## config.mk

```make
export PLATFORM = sky130hd
export DESIGN_NAME = kgp_input_capture_flat
export DESIGN_NICKNAME = d
export VERILOG_FILES = /design/src/rtl/kgp_input_capture_if.sv /design/src/rtl/kgp_input_capture.sv /design/src/flat_wrapper.sv
export SDC_FILE = /design/constraint.sdc
export NUM_CORES = 1
export LEC_CHECK = 0
export CAP_MARGIN = 5
export CELL_PAD_IN_SITES_DETAIL_PLACEMENT = 2
export CELL_PAD_IN_SITES_GLOBAL_PLACEMENT = 2
export CORE_AREA = 2 2 86 88
export CTS_CLUSTER_SIZE = 20
export DETAILED_ROUTE_END_ITERATION = 8
export DIE_AREA = 0 0 88 90
export PLACE_DENSITY_LB_ADDON = 0.1
export SLEW_MARGIN = 20
export SYNTH_ARGS = -nofsm -noshare
export SYNTH_HDL_FRONTEND = slang
export SYNTH_SLANG_ARGS = --single-unit
```

## constraint.sdc

```tcl
create_clock -name clk -period 5.4 [get_ports clk]
set_clock_uncertainty 0.15 [all_clocks]
set_input_delay 0.54 -clock clk [delete_from_list [all_inputs] [get_ports clk]]
set_output_delay 0.54 -clock clk [all_outputs]
set_load 0.01 [all_outputs]
```

## src/rtl/kgp_input_capture_if.sv

```systemverilog
// rtl/kgp_input_capture_if.sv - core-side event read port and display register bus
// master = processor core, slave = capture peripheral.
interface kgp_input_capture_if #(
  parameter int NUM_BTN    = 1,
  parameter int ARR_W      = 5,
  parameter int FIFO_DEPTH = 4,
  parameter int OUT_W      = 13
);
  localparam int IDX_W = (NUM_BTN > 1) ? $clog2(NUM_BTN) : 1;
  localparam int ENT_W = IDX_W + ARR_W;
  localparam int CNT_W = $clog2(FIFO_DEPTH) + 1;

  logic             rd_en;
  logic [ENT_W-1:0] rd_data;
  logic             empty;
  logic             full;
  logic [CNT_W-1:0] count;
  logic             overflow;
  logic             clr_ovf;
  logic             out_we;
  logic [OUT_W-1:0] out_wdata;
  logic [OUT_W-1:0] out;

  modport master (
    output rd_en, clr_ovf, out_we, out_wdata,
    input  rd_data, empty, full, count, overflow, out
  );

  modport slave (
    input  rd_en, clr_ovf, out_we, out_wdata,
    output rd_data, empty, full, count, overflow, out
  );
endinterface

```

## src/rtl/kgp_input_capture.sv

```systemverilog
// rtl/kgp_input_capture.sv - debounced multi-button input capture with event FIFO
// Each stable button press snapshots the switch array into a show-ahead FIFO.
module kgp_input_capture #(
  parameter int NUM_BTN    = 1,
  parameter int ARR_W      = 5,
  parameter int DB_CYCLES  = 4,
  parameter int FIFO_DEPTH = 4,
  parameter int OUT_W      = 13
) (
  input  logic               clk,
  input  logic               rst,
  input  logic [NUM_BTN-1:0] button,
  input  logic [ARR_W-1:0]   array,
  kgp_input_capture_if.slave bus
);
  localparam int IDX_W = (NUM_BTN > 1) ? $clog2(NUM_BTN) : 1;
  localparam int ENT_W = IDX_W + ARR_W;
  localparam int AW    = $clog2(FIFO_DEPTH);
  localparam int CNT_W = AW + 1;
  localparam int DBW   = (DB_CYCLES > 1) ? $clog2(DB_CYCLES) : 1;

  logic [NUM_BTN-1:0] btn_s1, btn_s2;
  logic [ARR_W-1:0]   arr_s1, arr_s2;
  logic [NUM_BTN-1:0] stable, stable_d, rise;
  logic [DBW-1:0]     db_cnt [NUM_BTN];
  logic [NUM_BTN-1:0] pending, clr_mask;
  logic [ARR_W-1:0]   snap [NUM_BTN];

  logic               push_valid;
  logic [IDX_W-1:0]   push_idx;
  logic [ENT_W-1:0]   push_data;

  logic [ENT_W-1:0]   mem [FIFO_DEPTH];
  logic [AW-1:0]      wr_ptr, rd_ptr;
  logic [CNT_W-1:0]   count_q, count_nxt;
  logic               empty_q, full_q, ovf_q;
  logic [ENT_W-1:0]   hold_q, rd_data_w;
  logic [OUT_W-1:0]   out_q;
  logic               do_push, do_pop, drop;

  always_ff @(posedge clk or negedge rst) begin
    if (!rst) begin
      btn_s1 <= '0;
      btn_s2 <= '0;
      arr_s1 <= '0;
      arr_s2 <= '0;
    end else begin
      btn_s1 <= button;
      btn_s2 <= btn_s1;
      arr_s1 <= array;
      arr_s2 <= arr_s1;
    end
  end

  // A level change must persist DB_CYCLES consecutive cycles before stable follows it.
  always_ff @(posedge clk or negedge rst) begin
    if (!rst) begin
      stable   <= '0;
      stable_d <= '0;
      for (int i = 0; i < NUM_BTN; i++) db_cnt[i] <= '0;
    end else begin
      stable_d <= stable;
      for (int i = 0; i < NUM_BTN; i++) begin
        if (btn_s2[i] != stable[i]) begin
          if (db_cnt[i] == DBW'(DB_CYCLES - 1)) begin
            stable[i] <= ~stable[i];
            db_cnt[i] <= '0;
          end else begin
            db_cnt[i] <= db_cnt[i] + DBW'(1);
          end
        end else begin
          db_cnt[i] <= '0;
        end
      end
    end
  end

  assign rise = stable & ~stable_d;

  // Lowest pending index wins; the loop runs downward so the last hit is the lowest.
  always_comb begin
    push_valid = 1'b0;
    push_idx   = '0;
    clr_mask   = '0;
    for (int i = NUM_BTN - 1; i >= 0; i--) begin
      if (pending[i]) begin
        push_valid  = 1'b1;
        push_idx    = IDX_W'(i);
        clr_mask    = '0;
        clr_mask[i] = 1'b1;
      end
    end
  end

  assign push_data = {push_idx, snap[push_idx]};

  // A fresh press on the same cycle its previous event is pushed stays pending.
  always_ff @(posedge clk or negedge rst) begin
    if (!rst) begin
      pending <= '0;
      for (int i = 0; i < NUM_BTN; i++) snap[i] <= '0;
    end else begin
      pending <= (pending & ~clr_mask) | rise;
      for (int i = 0; i < NUM_BTN; i++) begin
        if (rise[i]) snap[i] <= arr_s2;
      end
    end
  end

  assign do_pop    = bus.rd_en & ~empty_q;
  assign do_push   = push_valid & (~full_q | do_pop);
  assign drop      = push_valid & full_q & ~do_pop;
  assign count_nxt = count_q + CNT_W'(do_push) - CNT_W'(do_pop);

  always_ff @(posedge clk) begin
    if (do_push) mem[wr_ptr] <= push_data;
  end

  always_ff @(posedge clk or negedge rst) begin
    if (!rst) begin
      wr_ptr  <= '0;
      rd_ptr  <= '0;
      count_q <= '0;
      empty_q <= 1'b1;
      full_q  <= 1'b0;
      hold_q  <= '0;
      ovf_q   <= 1'b0;
      out_q   <= '0;
    end else begin
      if (do_push) wr_ptr <= wr_ptr + AW'(1);
      if (do_pop)  rd_ptr <= rd_ptr + AW'(1);
      count_q <= count_nxt;
      empty_q <= (count_nxt == '0);
      full_q  <= (count_nxt == CNT_W'(FIFO_DEPTH));
      hold_q  <= rd_data_w;
      if (drop)             ovf_q <= 1'b1;
      else if (bus.clr_ovf) ovf_q <= 1'b0;
      if (bus.out_we) out_q <= bus.out_wdata;
    end
  end

  // While empty, present the last head value so the core sees a steady read port.
  assign rd_data_w    = empty_q ? hold_q : mem[rd_ptr];
  assign bus.rd_data  = rd_data_w;
  assign bus.empty    = empty_q;
  assign bus.full     = full_q;
  assign bus.count    = count_q;
  assign bus.overflow = ovf_q;
  assign bus.out      = out_q;
endmodule

```

## src/flat_wrapper.sv

```systemverilog
// flat-port wrapper written by rule: the top's interface ports become plain ports
module kgp_input_capture_flat 
#(
  parameter int NUM_BTN    = 1,
  parameter int ARR_W      = 5,
  parameter int DB_CYCLES  = 4,
  parameter int FIFO_DEPTH = 4,
  parameter int OUT_W      = 13
)
  (clk, rst, button, array, bus_rd_en, bus_clr_ovf, bus_out_we, bus_out_wdata, bus_rd_data, bus_empty, bus_full, bus_count, bus_overflow, bus_out);
  kgp_input_capture_if #(.NUM_BTN(NUM_BTN), .ARR_W(ARR_W), .FIFO_DEPTH(FIFO_DEPTH), .OUT_W(OUT_W)) bus_i ();
  input  logic clk;
  input  logic rst;
  input  logic [NUM_BTN-1:0] button;
  input  logic [ARR_W-1:0] array;
  input wire logic [$bits(bus_i.rd_en)-1:0] bus_rd_en;
  input wire logic [$bits(bus_i.clr_ovf)-1:0] bus_clr_ovf;
  input wire logic [$bits(bus_i.out_we)-1:0] bus_out_we;
  input wire logic [$bits(bus_i.out_wdata)-1:0] bus_out_wdata;
  output wire logic [$bits(bus_i.rd_data)-1:0] bus_rd_data;
  output wire logic [$bits(bus_i.empty)-1:0] bus_empty;
  output wire logic [$bits(bus_i.full)-1:0] bus_full;
  output wire logic [$bits(bus_i.count)-1:0] bus_count;
  output wire logic [$bits(bus_i.overflow)-1:0] bus_overflow;
  output wire logic [$bits(bus_i.out)-1:0] bus_out;
  assign bus_i.rd_en = bus_rd_en;
  assign bus_i.clr_ovf = bus_clr_ovf;
  assign bus_i.out_we = bus_out_we;
  assign bus_i.out_wdata = bus_out_wdata;
  assign bus_rd_data = bus_i.rd_data;
  assign bus_empty = bus_i.empty;
  assign bus_full = bus_i.full;
  assign bus_count = bus_i.count;
  assign bus_overflow = bus_i.overflow;
  assign bus_out = bus_i.out;
  kgp_input_capture #(.NUM_BTN(NUM_BTN), .ARR_W(ARR_W), .DB_CYCLES(DB_CYCLES), .FIFO_DEPTH(FIFO_DEPTH), .OUT_W(OUT_W)) u_core (.clk(clk), .rst(rst), .button(button), .array(array), .bus(bus_i));
endmodule
```

-- Word-level counts from Yosys, hierarchy flattened
Memories as Yosys holds them, arrays and structs flattened.
Cells that the tools add are included.
Widths: inputs -> output; s select.
- add/subtract/negate cells: 5
- equal/unequal tests: 3
- multiplexer cells: 8
- bitwise operators: 14
- reduce and logical (&&, ||, !) cells: 3
- operators by type and width (cell ; number):
    $add 2x1->2 const B ; 3
    $and 1x1->1 ; 6
    $mux 6 ; 1
    $not 1->1 ; 6
    $mux 1 ; 5
    $mux 2 ; 2
    $add 3x1->3 ; 1
    $eq 3x3->1 const B ; 1
    $logic_not 3->1 ; 1
    $sub 3x1->3 ; 1
    $eq 2x2->1 const B ; 1
    $or 1x1->1 ; 2
    $reduce_and 2->1 ; 1
    $reduce_bool 2->1 ; 1
    $ne 1x1->1 ; 1
- register bits: 51
- bits in writable memories: 20
- input port bits: 24
- output and inout bits: 25
- logic and storage cells: 51
- memories: 1
- memories (name ; depth ; bits a word ; read ports ; clocked after Yosys merged registers in ; write ports ; line ; source):
    u_core.mem ; 4 ; 5 ; 1 ; 0 ; 1 ; kgp_input_capture.sv:33 ; logic [ENT_W-1:0] mem [FIFO_DEPTH];

-- Logic depth before layout (Yosys ltp)
Gate-level depths: netlist (run 1).
- word-level depth: 7
- depth in mapped cells: 10

-- Worst setup path before layout (run 1)
OpenSTA, ideal clock, no wires.
- path type: reg-to-reg
- start: register u_core.empty_q, in the netlist u_core.bus.empty
- end: register u_core.full_q, in the netlist u_core.bus.full
- setup time: 0.088 ns
- arrival: 2.080 ns
- data required time: 5.162 ns
- setup slack: 3.082 ns
- cell stages (with the launch flop): 11
- buffers on the path: 1
- period minus slack after synthesis: 2.318 ns
- path through: dfstp_2 -> buf_6 -> nand2b_4 -> inv_1 -> ha_1 -> inv_1 -> ha_1 -> inv_1 -> fa_1 -> xnor2_1 -> nor3b_1
- word-level cells in the longest chain between the ends: 7
- ends and longest elaborated chain (what ; line ; source):
    start: declaration ; kgp_input_capture.sv:36 ; logic empty_q, full_q, ovf_q;
    start signal: assignment ; kgp_input_capture.sv:133 ; empty_q <= (count_nxt == '0);
    $not 1->1 (*) ; kgp_input_capture.sv:110 ; assign do_pop = bus.rd_en & ~empty_q;
    $and 1x1->1 (*) ; kgp_input_capture.sv:110 ;
    via u_core.do_pop ; kgp_input_capture.sv:39 ; logic do_push, do_pop, drop;
    $or 1x1->1 ; kgp_input_capture.sv:111 ; assign do_push = push_valid & (~full_q | do_pop);
    $and 1x1->1 ; kgp_input_capture.sv:111 ;
    $add 3x1->3 ; kgp_input_capture.sv:113 ; assign count_nxt = count_q + CNT_W'(do_push) - CNT_W'(do_pop);
    $sub 3x1->3 (*) ; kgp_input_capture.sv:113 ;
    via u_core.count_nxt[2] ; kgp_input_capture.sv:35 ; logic [CNT_W-1:0] count_q, count_nxt;
    $eq 3x3->1 (*) ; kgp_input_capture.sv:134 ; full_q <= (count_nxt == CNT_W'(FIFO_DEPTH));
    end signal: assignment ; kgp_input_capture.sv:134 ;
    end: declaration ; kgp_input_capture.sv:36 ;
The timed path passes the listed nets; every way through them passes the cells marked *.
A chain may end at the register's enable or synchronous reset.

-- Final worst setup path (run 1)
- start: register u_core.empty_q, in the netlist u_core.bus.empty
- end: output bus_rd_data[3]
- word-level cells in the longest chain between the ends: 1
- ends and longest elaborated chain (what ; line ; source):
    $mux 6 ; kgp_input_capture.sv:143 ; assign rd_data_w = empty_q ? hold_q : mem[rd_ptr];
    end: declaration ; flat_wrapper.sv:20 ; output wire logic [$bits(bus_i.rd_data)-1:0] bus_rd_data;
Every way passes these cells.

==> results of run 1 <==
-- per-layer routing --
layer  track usage (%)  part of all wire (%)
met5                 0                     0
met2              22.8                    52
met4              7.69                   1.8
met3              4.22                   6.6
met1              15.9                    39
-- power by group through the flow --
stage / combinational [uW] / sequential [uW] / clock (uW)
after floorplan: 327 / 795 / 0
after global placement: 471 / 816 / 0
after detailed placement: 510 / 832 / 0
after CTS: 515 / 822 / 448
after global routing: 561 / 842 / 468
final: 497 / 818 / 426
-- how the worst max path moves through the flow --
stage | from | end | slack [ps] | cells after the start
6_report | u_core.bus.empty | bus_rd_data[3] | 2480 | 4
5_1_grt | u_core.bus.empty | bus_rd_data[1] | 2290 | 4
4_1_cts | u_core.bus.empty | bus_rd_data[1] | 2430 | 4
3_5_place_dp | bus_rd_en | u_core.bus.full | 2550 | 10
3_3_place_gp | bus_rd_en | u_core.bus.full | 2730 | 10
2_1_floorplan | u_core.bus.empty | u_core.bus.full | 3080 | 10
-- state kept, by name, summed over array words and instances, names as in the netlist --
name,cells
u_core.arr_s1,5
u_core.mem,20
u_core.wr_ptr,2
u_core.bus.full,1
u_core.arr_s2,5
u_core.stable,1
u_core.hold_q,6
u_core.bus.empty,1
u_core.db_cnt,2
u_core.bus.out,13
u_core.bus.count,3
u_core.snap,5
u_core.rd_ptr,2
u_core.bus.overflow,1
u_core.btn_s2,1
u_core.btn_s1,1
u_core.stable_d,1
u_core.pending,1
-- cell families after synthesis --
logic type               synth area share [%]
flip-flops                               71.2
adder cells (fa/ha/maj)                  4.08
AO/OA/AOI/OAI                            3.99
XOR/XNOR                                 1.99
buffers and inverters                    3.37
AND/OR/NAND/NOR                          4.75
multiplexers                             10.6
-- stage by stage --
step	utilization, %	cell area [sq um]
floorplan	-	2640
global placement	45.6	3200
detailed placement	45.6	3200
CTS	48.5	3410
global route	48.5	3410
finish	48.5	3410
-- cell usage after synthesis --
cell	n	area (sq um)
edfxtp_1	20	601
mux2_4	1	15.0
nand3_1	1	5.00
a21boi_4	1	18.8
nand2b_1	1	6.26
ha_1	7	87.6
buf_4	1	7.51
buf_6	2	22.5
a211oi_1	5	37.5
nor3b_1	1	7.51
nand2b_4	1	13.8
dfrtp_1	50	1250
xnor2_1	6	52.6
fa_1	1	20.0
nor2b_1	7	43.8
and2_1	5	31.3
a221oi_1	5	43.8
dfstp_2	1	26.3
inv_1	13	48.8
buf_2	2	10.0
mux2i_1	5	50.1
mux2_2	19	214
nor3_1	2	10.0
nor2_1	1	3.75
o21ai_0	1	5.00
nand2_1	1	3.75
-- critical path: cells and delay by family, from the launching register on --
| family | cells | cell delay, ps |
|---|---|---|
| compound gates | 2 | 410 |
| buf+inv | 1 | 620 |
| simple gates | 1 | 240 |
| flops | 1 | 640 |
-- layout make-up --
type                    count  area [sq um]  area share [%]
flip-flops and latches     71          1880            55.1
multi-input cells          71           669            19.7
repair buffers             49           483            14.2
clock buffers              10           138            4.04
well taps                  99           124            3.64
clock inverters             6          65.1            1.91
inverters                  13          48.8            1.43
==> results_dict.tcl, run 1 <==
set metrics [dict create \
    slew_headroom_pct 57.1 \
    fill_cells 683 \
    numCtsBuffers 9 \
    switchingPower_uw 526 \
    power.total_uw 1740 \
    die_x_um 88 \
    combPwrFrac_pct 28.6 \
    fmax_mhz 342 \
    drtAntennaViolNets 0 \
    cts_sinks 71 \
    rows 31 \
    p_seq_share_pct 47.0 \
    hold_viol 0 \
    max-vdd-ir-drop_uv 146 \
    antenna_found_initial 0 \
    area_growth_pct 29.2 \
    nets 247 \
    slew_violations 0 \
    dieHeight_um 90 \
    post-cts-setup-buffer-count 0 \
    critPathLaunchType "flop" \
    cp.required_ps 4710 \
    switching_share_pct 30.2 \
    min_period_ps 2920 \
    r2r_cells 9 \
    fin_hold_ws_ps 156 \
    grt_usage_pct 13.9 \
    outcome "finished, final reports clean" \
    drt-pass1-iter-count 4 \
    drive_above_1_share_pct 18.6 \
    routed_via_density 4.48 \
    seq_area_frac_synth_pct 71.2 \
    p_int_uw 1220 \
    synth_nets 192 \
    ff2ff_setup_slack_ps 2850 \
    max_cap_violations 0 \
    critPathArrivalTime_ps 2230 \
    grt_pass1_vias 1671 \
    crit_fanout 10 \
    setup_tns_ps 0 \
    start_util_pct 37.6 \
    final_cells 319 \
    diodes 0 \
    clock_path_buffers 2 \
    period_share_pct 54.2 \
    clk_latency_ps 330 \
    grt_max_degree 52 \
    slowest_delay_ps 640 \
    root_buffer "clkbuf_8" \
    detailedPlace.worstSlack_ps 2550 \
    p_per_area_nw_per_um2 511 \
    hold_path_class "input pin to asynchronous set/reset pin" \
    cts_tree "yes" \
    ys_types 26 \
    finalWorstSetupSlack_ps 2480 \
    dpl.cell_count 303 \
    synth_seq_cells 71 \
    place.gp.congestion 0.695 \
    core_sq_um 7020 \
    io_pins 49 \
    h-tree-depth 3 \
    drtIter0Drc 73 \
    syn_area_sq_um 2640 \
    critical-path-slowest-cell "dfstp_2" \
    grt_first_pass_wirelength_um 8240 \
    worstSetupPathType "flop to output port" \
    path_cells "nand2b_1 > a211oi_1 > a221oi_1 > clkdlybuf4s50_1" \
    dieArea_sq_um 7920 \
    cts_resized 0 \
    rr_startpoint "u_core.bus.empty" \
    leakage_uw 0.00140 \
    r2r_end "u_core.bus.full" \
    grt-ovfl-total 0 \
    syn-instance-count 160 \
    cts_hold_buffers 0 \
    vias 1429 \
    syn_area_per_cell_sq_um 16.5 \
    cp-end-kind "output port" \
    worstMarginPinSlew_ps 644 \
    port_buffers 48 \
    synth_warnings 0 \
    layout_commonest_cell "dfrtp_1" \
    final_cell_mix "50 x dfrtp_1, 47 x clkdlybuf4s50_1, 20 x edfxtp_1" \
    drcViolationCount 0 \
    setup_viol 0 \
    pwr-share-clk_pct 24.5 \
    dp_hpwl_um 3490 \
    path_clk_slew_ps 80 \
    rsz0062_at_grt "no" \
    wl_per_cell_um 14.8 \
    wirelength_um 4730 \
]
Power figures use the tool's default switching activity.
==> inputs of run 2 (changes only) <==
--- a/config.mk
+++ b/config.mk
@@ -8,10 +8,10 @@
 export CAP_MARGIN = 5
 export CELL_PAD_IN_SITES_DETAIL_PLACEMENT = 2
 export CELL_PAD_IN_SITES_GLOBAL_PLACEMENT = 2
-export CORE_AREA = 2 2 86 88
+export CORE_AREA = 2 2 93 95
 export CTS_CLUSTER_SIZE = 20
 export DETAILED_ROUTE_END_ITERATION = 8
-export DIE_AREA = 0 0 88 90
+export DIE_AREA = 0 0 95 97
 export PLACE_DENSITY_LB_ADDON = 0.1
 export SLEW_MARGIN = 20
 export SYNTH_ARGS = -nofsm -noshare
==> constraint.sdc (replaced) <==
create_clock -name clk -period 2.57 [get_ports clk]
set_clock_uncertainty 0.15 [all_clocks]
set_input_delay 0.257 -clock clk [delete_from_list [all_inputs] [get_ports clk]]
set_output_delay 0.257 -clock clk [all_outputs]
set_load 0.01 [all_outputs]
==> results_dict.tcl, run 2 (synthesis results as in run 1) <==
set metrics [dict create \
    finalWorstSetupSlack_ps 182 \
    wl_per_cell_um 15.6 \
    dpl.cell_count 310 \
    use_met2_pct 20.9 \
    root_buffer "clkbuf_8" \
    rows 33 \
    hold_path_class "flop to flop" \
    place.gp.congestion 0.691 \
    fill_cells 791 \
    drcViolationCount 0 \
    numCtsBuffers 9 \
    start_util_pct 32.4 \
    hold_viol 0 \
    vias 1459 \
    antenna_found_initial 0 \
    path_delay_family "adder cells" \
    largest_reg_flops 20 \
    final_cell_mix "49 x dfrtp_1, 42 x clkdlybuf4s50_1, 20 x edfxtp_1" \
    grtUsageMet3_pct 3.97 \
    routed_via_density 4.45 \
    final_util_pct 42.9 \
    worstMarginPinSlew_ps 734 \
    clk_latency_ps 340 \
    drive_above_1_share_pct 20.2 \
    grt-busiest-layer "met2" \
    layout_commonest_cell "dfrtp_1" \
    drtIter0Drc 55 \
    place_area_sq_um 3220 \
    p_per_area_nw_per_um2 1110 \
    path_clk_slew_ps 80 \
    critical-path-slowest-cell "dfstp_2" \
    min_period_ps 2390 \
    period_share_pct 92.9 \
    top_register "u_core.mem" \
    grt_max_degree 34 \
    max-vdd-ir-drop_uv 297 \
    dieHeight_um 97 \
    grt_pass1_vias 1743 \
    worstSetupPathType "flop to flop" \
    dieArea_sq_um 9220 \
    port_buffers 48 \
    grt_first_pass_wirelength_um 8900 \
    cts_tree "yes" \
    setup_viol 0 \
    cp.required_ps 2670 \
    h-tree-depth 3 \
    core_sq_um 8130 \
    drtAntennaViolNets 0 \
    cp-end-kind "flop" \
    detailedPlace.worstSlack_ps -0.851 \
    leakage_uw 0.00144 \
    grt-ovfl-total 0 \
    met1_usage_pct 15.1 \
    crit_buf_inv 3 \
    rsz0062_at_grt "no" \
    cts_sinks 71 \
    path_cells "nand2b_4 > inv_1 > ha_1 > inv_1 > ha_1 > inv_1 > fa_1 > xnor2_2 > nor3b_1" \
    final_cell_area_sq_um 3490 \
    critPathMostFrequentCell "inv_1" \
    diodes 0 \
    nets 250 \
    die_x_um 95 \
    critPathArrivalTime_ps 2490 \
    slowest_delay_ps 550 \
    slew_headroom_pct 51.0 \
    power.total_uw 3870 \
    outcome "finished, final reports clean" \
    crit_fanout 4 \
    area_growth_pct 32.2 \
    slew_violations 0 \
    fmax_mhz 419 \
    critPathLaunchType "flop" \
    io_pins 49 \
    wirelength_um 5130 \
    clock_path_buffers 2 \
    final_cells 328 \
    drt-pass1-iter-count 3 \
    grt_usage_pct 12.9 \
    max_cap_violations 0 \
    dp_hpwl_um 3760 \
]
run 2: changes by cell type in the layout (fill, tap and decap cells not counted), sizes merged, moves of 2 or more:
cell / change
clkinv: -2
inv: -2
dlygate4sd2: +5
clkdlybuf4s50: -5
bufinv: +2
buf: +2
run 2: stage by stage:
step                      hold slack (ps)  TNS, ps
after floorplan                      -189        0
after global placement                184        0
after detailed placement              190   -0.851
after CTS                             184        0
after global routing                  190        0
final                                 199        0
run 2: area by class of cell:
cell class              count  area [sq um]  share of cell area [%]
flip-flops and latches     71          1880                    53.9
multi-input cells          71           679                    19.5
repair buffers             52           502                    14.4
clock buffers              11           141                    4.06
well taps                 105           131                    3.77
clock inverters             5           104                    2.98
inverters                  13          48.8                    1.40
run 2: worst register-to-register path, delay by kind of cell, from the launching register on:
kind	cells	cell delay, ps
buffers and inverters	3	180
flip-flops	1	550
AND/OR/NAND/NOR	2	380
adder cells (fa/ha/maj)	3	820
XOR/XNOR	1	220
run 2: where the power goes:
part	total, uW	internal [uW]	switching [uW]
clock network	1090	673	422
registers	1720	1500	218
logic	1060	563	492
run 2: path summary, 6_finish.rpt:
| path | start | to | slack (ps) | cells after the start |
|---|---|---|---|---|
| min | u_core.arr_s1[4] | u_core.arr_s2[4] | 200 | 0 |
| min reg2reg | u_core.arr_s1[4] | u_core.arr_s2[4] | 200 | 0 |
| min in group asynchronous | rst | u_core.hold_q[0] | 360 | 2 |
| max reg2reg | u_core.bus.empty | u_core.bus.full | 180 | 9 |
| max in group asynchronous | rst | u_core.bus.out[3] | 1170 | 3 |
| max | u_core.bus.empty | u_core.bus.full | 180 | 9 |
run 2: timing repair:
item,4_1_cts,5_1_grt
endpoints found under the setup margin,5,2
hold endpoints to repair,31,0
buffers inserted,0,1
resized for setup,7,1
hold buffers,1,0
cloned,0,0
run 2: metal layers:
metal  up-vias  part of all wire (%)
li1        667                     -
met1       736                    40
met2        48                    52
met3         8                   6.0
met4         0                   2.2
met5         -                     0
